`config.mk`:
```
export PLATFORM = sky130hd
export DESIGN_NAME = reg_file_flat
export DESIGN_NICKNAME = d
export VERILOG_FILES = /design/src/rtl/reg_file_pkg.sv /design/src/rtl/reg_file_if.sv /design/src/rtl/reg_file_rport.sv /design/src/rtl/reg_file.sv /design/src/flat_wrapper.sv
export SDC_FILE = /design/constraint.sdc
export NUM_CORES = 2
export LEC_CHECK = 0
export CAP_MARGIN = 10
export CORE_ASPECT_RATIO = 2
export CORE_MARGIN = 3
export CORE_UTILIZATION = 60
export DETAILED_ROUTE_END_ITERATION = 10
export GPL_ROUTABILITY_DRIVEN = 0
export PLACE_DENSITY = 0.77
export SYNTH_ARGS = -nofsm -noshare
export SYNTH_HDL_FRONTEND = slang
export SYNTH_HIERARCHICAL = 1
export SYNTH_SLANG_ARGS = --single-unit
```
`constraint.sdc`:
```
create_clock -name clk_i -period 52.5 [get_ports clk_i]
set_input_delay 15.75 -clock clk_i [delete_from_list [all_inputs] [get_ports clk_i]]
set_output_delay 15.75 -clock clk_i [all_outputs]
set_load 0.005 [all_outputs]
```
`src/rtl/reg_file_pkg.sv`:
```
// Shared constants and types for the integer register file.
// Optional macro: REG_FILE_BYPASS_EN (write-to-read forwarding).
package reg_file_pkg;

    localparam int REG_SIZE_D   = 32;
    localparam int NO_OF_REGS_D = 32;
    localparam int REGW_D       = $clog2(REG_SIZE_D);
    localparam int ZERO_REG     = 0;

    typedef logic [REG_SIZE_D-1:0] reg_data_t;
    typedef logic [REGW_D-1:0]     reg_addr_t;

endpackage

```
`src/rtl/reg_file_if.sv`:
```
// Bus bundle between decode/writeback and the register file.
// Optional macro: REG_FILE_BYPASS_EN (no signals depend on it).
interface reg_file_if
    import reg_file_pkg::*;
#(
    parameter int REG_SIZE = REG_SIZE_D,
    parameter int REGW     = $clog2(REG_SIZE)
);

    logic [REGW-1:0]     raddr1_i;
    logic [REG_SIZE-1:0] rdata1_o;
    logic [REGW-1:0]     raddr2_i;
    logic [REG_SIZE-1:0] rdata2_o;
    logic [REGW-1:0]     waddr_i;
    logic [REG_SIZE-1:0] wdata_i;

    modport master (
        output raddr1_i, raddr2_i, waddr_i, wdata_i,
        input  rdata1_o, rdata2_o
    );

    modport slave (
        input  raddr1_i, raddr2_i, waddr_i, wdata_i,
        output rdata1_o, rdata2_o
    );

endinterface

```
`src/rtl/reg_file_rport.sv`:
```
// Combinational read port: zero register, out-of-range and bypass mux.
// Optional macro: REG_FILE_BYPASS_EN adds same-cycle write forwarding.
module reg_file_rport
    import reg_file_pkg::*;
#(
    parameter int REG_SIZE   = REG_SIZE_D,
    parameter int NO_OF_REGS = NO_OF_REGS_D,
    parameter int REGW       = $clog2(REG_SIZE)
) (
    input  logic [REG_SIZE-1:0] regs_i [NO_OF_REGS],
    input  logic [REGW-1:0]     raddr_i,
`ifdef REG_FILE_BYPASS_EN
    input  logic                rst_i,
    input  logic [REGW-1:0]     waddr_i,
    input  logic [REG_SIZE-1:0] wdata_i,
`endif
    output logic [REG_SIZE-1:0] rdata_o
);

    logic rd_ok;
    assign rd_ok = (raddr_i != REGW'(ZERO_REG))
                && (32'(raddr_i) < NO_OF_REGS);

`ifdef REG_FILE_BYPASS_EN
    logic byp;
    assign byp = !rst_i
              && (raddr_i == waddr_i)
              && (waddr_i != REGW'(ZERO_REG))
              && (32'(waddr_i) < NO_OF_REGS);
`endif

    // Select array entry, forced zero for x0 and unmapped indices
    always_comb begin
        rdata_o = '0;
        if (rd_ok)
            rdata_o = regs_i[raddr_i];
`ifdef REG_FILE_BYPASS_EN
        if (byp)
            rdata_o = wdata_i;
`endif
    end

endmodule

```
`src/rtl/reg_file.sv`:
```
// Integer register file: 2 async read ports, 1 sync write port, x0 = 0.
// Optional macro: REG_FILE_BYPASS_EN (write-to-read forwarding).
module reg_file
    import reg_file_pkg::*;
#(
    parameter int REG_SIZE   = REG_SIZE_D,
    parameter int NO_OF_REGS = NO_OF_REGS_D,
    parameter int REGW       = $clog2(REG_SIZE)
) (
    input  logic       clk_i,
    input  logic       rst_i,
    reg_file_if.slave  bus
);

    logic [REG_SIZE-1:0] reg_file [NO_OF_REGS];

    logic wr_known;
    logic wr_en;

`ifdef SYNTHESIS
    assign wr_known = 1'b1;
`else
    // An unknown index must not corrupt any entry in simulation
    assign wr_known = !$isunknown(bus.waddr_i);
`endif

    assign wr_en = wr_known
                && (bus.waddr_i != REGW'(ZERO_REG))
                && (32'(bus.waddr_i) < NO_OF_REGS);

    // Storage: async clear, otherwise write every edge (no enable)
    always_ff @(posedge clk_i or posedge rst_i) begin
        if (rst_i) begin
            for (int i = 0; i < NO_OF_REGS; i++)
                reg_file[i] <= '0;
        end else if (wr_en) begin
            reg_file[bus.waddr_i] <= bus.wdata_i;
        end
    end

    reg_file_rport #(
        .REG_SIZE  (REG_SIZE),
        .NO_OF_REGS(NO_OF_REGS),
        .REGW      (REGW)
    ) u_rport1 (
        .regs_i  (reg_file),
        .raddr_i (bus.raddr1_i),
`ifdef REG_FILE_BYPASS_EN
        .rst_i   (rst_i),
        .waddr_i (bus.waddr_i),
        .wdata_i (bus.wdata_i),
`endif
        .rdata_o (bus.rdata1_o)
    );

    reg_file_rport #(
        .REG_SIZE  (REG_SIZE),
        .NO_OF_REGS(NO_OF_REGS),
        .REGW      (REGW)
    ) u_rport2 (
        .regs_i  (reg_file),
        .raddr_i (bus.raddr2_i),
`ifdef REG_FILE_BYPASS_EN
        .rst_i   (rst_i),
        .waddr_i (bus.waddr_i),
        .wdata_i (bus.wdata_i),
`endif
        .rdata_o (bus.rdata2_o)
    );

endmodule

```
`src/flat_wrapper.sv`:
```
// flat-port wrapper written by rule: the top's interface ports become plain ports
module reg_file_flat import reg_file_pkg::*;
#(
    parameter int REG_SIZE   = REG_SIZE_D,
    parameter int NO_OF_REGS = NO_OF_REGS_D,
    parameter int REGW       = $clog2(REG_SIZE)
)
  (clk_i, rst_i, bus_raddr1_i, bus_raddr2_i, bus_waddr_i, bus_wdata_i, bus_rdata1_o, bus_rdata2_o);
  reg_file_if #(.REG_SIZE(REG_SIZE), .REGW(REGW)) bus_i ();
  input  logic clk_i;
  input  logic rst_i;
  input wire logic [$bits(bus_i.raddr1_i)-1:0] bus_raddr1_i;
  input wire logic [$bits(bus_i.raddr2_i)-1:0] bus_raddr2_i;
  input wire logic [$bits(bus_i.waddr_i)-1:0] bus_waddr_i;
  input wire logic [$bits(bus_i.wdata_i)-1:0] bus_wdata_i;
  output wire logic [$bits(bus_i.rdata1_o)-1:0] bus_rdata1_o;
  output wire logic [$bits(bus_i.rdata2_o)-1:0] bus_rdata2_o;
  assign bus_i.raddr1_i = bus_raddr1_i;
  assign bus_i.raddr2_i = bus_raddr2_i;
  assign bus_i.waddr_i = bus_waddr_i;
  assign bus_i.wdata_i = bus_wdata_i;
  assign bus_rdata1_o = bus_i.rdata1_o;
  assign bus_rdata2_o = bus_i.rdata2_o;
  reg_file #(.REG_SIZE(REG_SIZE), .NO_OF_REGS(NO_OF_REGS), .REGW(REGW)) u_core (.clk_i(clk_i), .rst_i(rst_i), .bus(bus_i));
endmodule
```
; ---- Word-level counts from Yosys, hierarchy flattened
; Cells that the tools add are included.
[op_classes]
mux = 11
add_sub_neg = 0
shifts = 0
n_eq_ne = 0
bitwise_logic = 3
div = 0
reduce_logical = 4
n_mul = 0
n_lt_le_gt_ge = 4
[op_table]
columns = operator, count
row1 = bitwise mux 1024 bit, 1
row2 = binary-select mux 32 bit (select 5 bit), 2
row3 = 2-to-1 mux 32 bit, 7
row4 = demux 32 bit (select 5 bit), 1
row5 = "greater-or-equal comparator 6 bit, second input constant", 3
row6 = NOT 5 -> 6 bit, 3
row7 = nonzero test 5 bit, 3
row8 = "< comparator 6 x 1 -> 1 bit, second input constant", 1
row9 = logical AND 1 bit, 1
[word_totals]
latch_bits = 0
out_inout_bits = 64
ff_bits = 1024
wordCells = 54
romBits = 0
memories = 0
mem_bits_rw = 0
input_bits = 49

; ---- Logic depth before layout (Yosys ltp)
[logic_depth]
word_depth = 6
mapped_depth = 7
depth_no_buf = 4

; ---- By module
; Netlist, hierarchy kept.
[by_module_without_submodules]
columns = mod, area_each_um2, cells_each, n_inst, seq_area_each_um2
row1 = reg_file, 37985.2, 2289, 1, 25624.6
row2 = reg_file_rport, 8368.0, 664, 2, 0.0

; ---- Worst setup path before layout
; Ideal clock, no wire load.
[synth_timing]
kind = input to output
startpoint = in bus_raddr1_i[0]
endpoint = out bus_rdata1_o[28]
path_buffers = 2
required_time_ps = 36750
setup_slack_ps = 19702
arrival_time_ps = 17048
cell_stages = 5
path_cell_list = buf_4 buf_2 mux4_2 a211oi_1 a311oi_2
[synth_between]
elab_chain_cells = 5
elab_cells_between_ends = 6
cone_classes = mux (4) / bitwise (1) / reduce/logical (1)
[synth_rtl]
columns = element, line_no
row1 = start: declaration, flat_wrapper.sv:12  ; input wire logic [$bits(bus_i.raddr1_i)-1:0] bus_raddr1_i;
row2 = NOT 5 -> 6 bit (implied by the code), reg_file_rport.sv:36  ; rdata_o = regs_i[raddr_i];
row3 = binary-select mux 32 bit (select 5 bit), reg_file_rport.sv:36
row4 = 2-to-1 mux 32 bit (implied by the code) (2 in a row), reg_file_rport.sv:36
row5 = 2-to-1 mux 32 bit (*), reg_file_rport.sv:35  ; if (rd_ok)
row6 = end: declaration, flat_wrapper.sv:16  ; output wire logic [$bits(bus_i.rdata1_o)-1:0] bus_rdata1_o;
; Every way passes the cells marked *; elsewhere a longest branch is shown, timed or not. The select of a mux whose other input is x is not followed.

; ---- Worst setup path after layout
[layout_timing]
startpoint = in bus_raddr2_i[0]
endpoint = out bus_rdata2_o[19]
[layout_between]
elab_chain_cells = 5
elab_cells_between_ends = 6
cone_classes = mux (4) / bitwise (1) / reduce/logical (1)
[layout_rtl]
columns = element, line_no
row1 = start: declaration, flat_wrapper.sv:13  ; input wire logic [$bits(bus_i.raddr2_i)-1:0] bus_raddr2_i;
row2 = NOT 5 -> 6 bit (implied by the code), reg_file_rport.sv:36
row3 = binary-select mux 32 bit (select 5 bit), reg_file_rport.sv:36
row4 = 2-to-1 mux 32 bit (implied by the code) (2 in a row), reg_file_rport.sv:36
row5 = 2-to-1 mux 32 bit (*), reg_file_rport.sv:35
row6 = end: declaration, flat_wrapper.sv:17  ; output wire logic [$bits(bus_i.rdata2_o)-1:0] bus_rdata2_o;
; Marked as above.

==> results.toml <==
[floorplan]
die_h_um = 433
core_um2 = 90400
fp.dieW_um = 220
dieArea_um2 = 95100
pin_count = 113
initial_core_util = 0.606
rows = 156

[worst_setup_path]
crit_family = "buffers and inverters"
worstPathArrival_ns = 20.55
crit_fanout = 42
worst_r2r_path_depth = 1
endpoint = "bus_rdata2_o[19]"
path_buf_inv = 3
reg2reg_from = "u_core/reg_file[399]"
startpoint = "bus_raddr2_i[0]"
path_cells = "buf_6 -> clkinv_2 -> nor2_1 -> a22oi_1 -> a311oi_1 -> clkdlybuf4s50_1"
crit_slowest_cell = "nor2_1"
r2r-end = "u_core/reg_file[399]"
reg2reg_slack_ns = 51.67
criticalPathCategory = "primary input to output pin"
crit_cells = 6
critPathLaunchType = "primary input"
endpoint_kind = "output pin"
worstPathRequired_ns = 36.75
slowest_delay_ns = 1.42

[timing]
tightest_slew_ns = 1.38
fin_crit_sh = 0.692
rsz0062_at_grt = "false"
fmax_mhz = 27.5
slew_viol_final = 0
max_slew_margin = 0.0737
setup_ws_ns = 16.20
fin_tns_setup_ns = 0
hold_violations = 0
fin_worst_skew_ns = 0
final.min_clock_period_ns = 36.31
finalSetupViolations = 0

[cts]
root_buffer = "clkbuf_16"
post_cts_buffers = 0
cts_tree = "done"
clkLatencyLatePin_ns = 0.70
cts_max_level = 3
clk_path_buf_depth = 3
cts.sinks = 1024
cts.repair.resized = 0
numCtsBuffers = 92
clkTransAtPathRegs_ns = 0.06
hold_buffers = 0

[final_layout]
area_growth_pct = 8.06
final_cells = 4730
fin_area_um2 = 59100
top_register = "u_core/reg_file"
register_area_um2 = 25600
nNetsFinal = 3512
utilization = 0.654
reg_top3 = "u_core/reg_file: 1024 flops"
largest_reg_flops = 1024
num-fill-cells = 6278
multi_input_area_um2 = 27000
final_layout_size_suffix_gt1_frac = 0.500

[place]
dp_slack_ns = 16.44
dp_cells = 4553
io_buffers = 112
placed_area_um2 = 55800
dp_hpwl_um = 97300

[drt]
drc = 0
viasPerCell = 7.49
drt_iter0_drc = 3837
final_antenna_net_count = 0
drtPass1Iterations = 5
wire_per_inst_um = 36.0
routed-via-count = 35400
finalWirelength_um = 170000

[grt]
grt_pass1_wl_um = 249000
grt_pass1_vias = 38300
grt_overflow = 0
antenna_found_initial = 7
grt_usage = 0.363
grt_start_max_net_pins = 176

[status]
status = "completed"

[synthesis]
synthCells = 3617
synth.top_cell.area_share = 0.468
yosysSeqAreaShare = 0.468
ys_ff_latch = 1024
synth_top_area_cell = "dfrtp_1"
synth-async-reset-ratio = 1.00
post-synth-top-count-cell = "mux2_2"
synthTopCellsByArea = "dfrtp_1 47%, mux2_2 21%, mux4_2 18%"
synth_common_cells = "1,032 x mux2_2, 1,024 x dfrtp_1, 448 x mux4_2, 185 x clkbuf_1, 156 x buf_2"
synth_edf_count = 0
ys_warn_count = 6
synth_ff_type = "dfrtp_1"
yosysUniqueCellTypes = 37
syn_area_um2 = 54700
syn_area_per_cell_um2 = 15.1
synthesis.nets = 3666

[power]
power_density_nw_per_um2 = 40.3
irDropWorstVdd_mv = 0.0382
p_leak_nw = 24.3

[job]
maxCapViolations = 0

[min_path]
hp-class = "flop to flop"
worst min path at each step:
stage	start	to	slack, ns	cells after the start
CTS	u_core/reg_file[1006]	u_core/reg_file[1006]	0.40	0
global placement	u_core/reg_file[1003]	u_core/reg_file[1003]	0.38	0
global route	u_core/reg_file[1004]	u_core/reg_file[1004]	0.41	0
floorplan	u_core/reg_file[1000]	u_core/reg_file[1000]	0.44	1
finish	u_core/reg_file[1006]	u_core/reg_file[1006]	0.39	0
detailed placement	u_core/reg_file[1006]	u_core/reg_file[1006]	0.38	0
kinds of logic (layout without fill, tap and decap cells):
family	after synthesis	after routing	synth area share
mux	1632	1632	0.425
flops	1024	1024	0.468
buf+inv	434	357	0.0422
compound gates	368	368	0.0489
simple gates	159	159	0.0156
other cells	0	5	0
through the flow:
stage	hold WS (ns)	total power, mW
6_report	0.394	2.38
5_1_grt	0.407	2.46
4_1_cts	0.397	2.38
3_5_place_dp	0.384	1.65
3_3_place_gp	0.376	1.60
2_1_floorplan	0.441	1.49
report_power, final:
| part | internal, mW | switching, mW |
|---|---|---|
| sequential | 0.968 | 0.135 |
| combinational | 0.330 | 0.213 |
| clock | 0.420 | 0.314 |
routing by layer:
metal,vias to the layer above,track usage,wire length (µm)
met4,4,0.258,15100
met1,18700,0.418,55900
met2,2161,0.596,84000
met5,-,0,23
li1,13700,-,-
met3,812,0.0832,15200
cell type report:
type                       count  share of cell area
sequential                  1024               0.433
clock inverter                37             0.00859
multi-input combinational   2159               0.456
antenna                        5            0.000212
inverter                       3            0.000360
clock buffer                 134              0.0466
timing repair buffer         183              0.0295
tap                         1185              0.0251
cell usage in the layout (no fill, tap or decap), drive strengths merged:
cell type and count:
inv 5, o2111ai 16, a311oi 64, or3 3, a211oi 64, nand2 44
o21ai 112, buf 81, a22oi 64, bufinv 11, clkinv 17, a221oi 48
nand2b 5, nor2 19, nor3b 3, mux2 1056, diode 5, or2 2
clkdlybuf4s50 102, and2 2, or4 2, mux4 448, nor3 1, clkinvlp 7
nor2b 70, nand3b 3, clkbuf 134, nand3 5, mux2i 128, dfrtp 1024
Power figures use the tool's default switching activity.
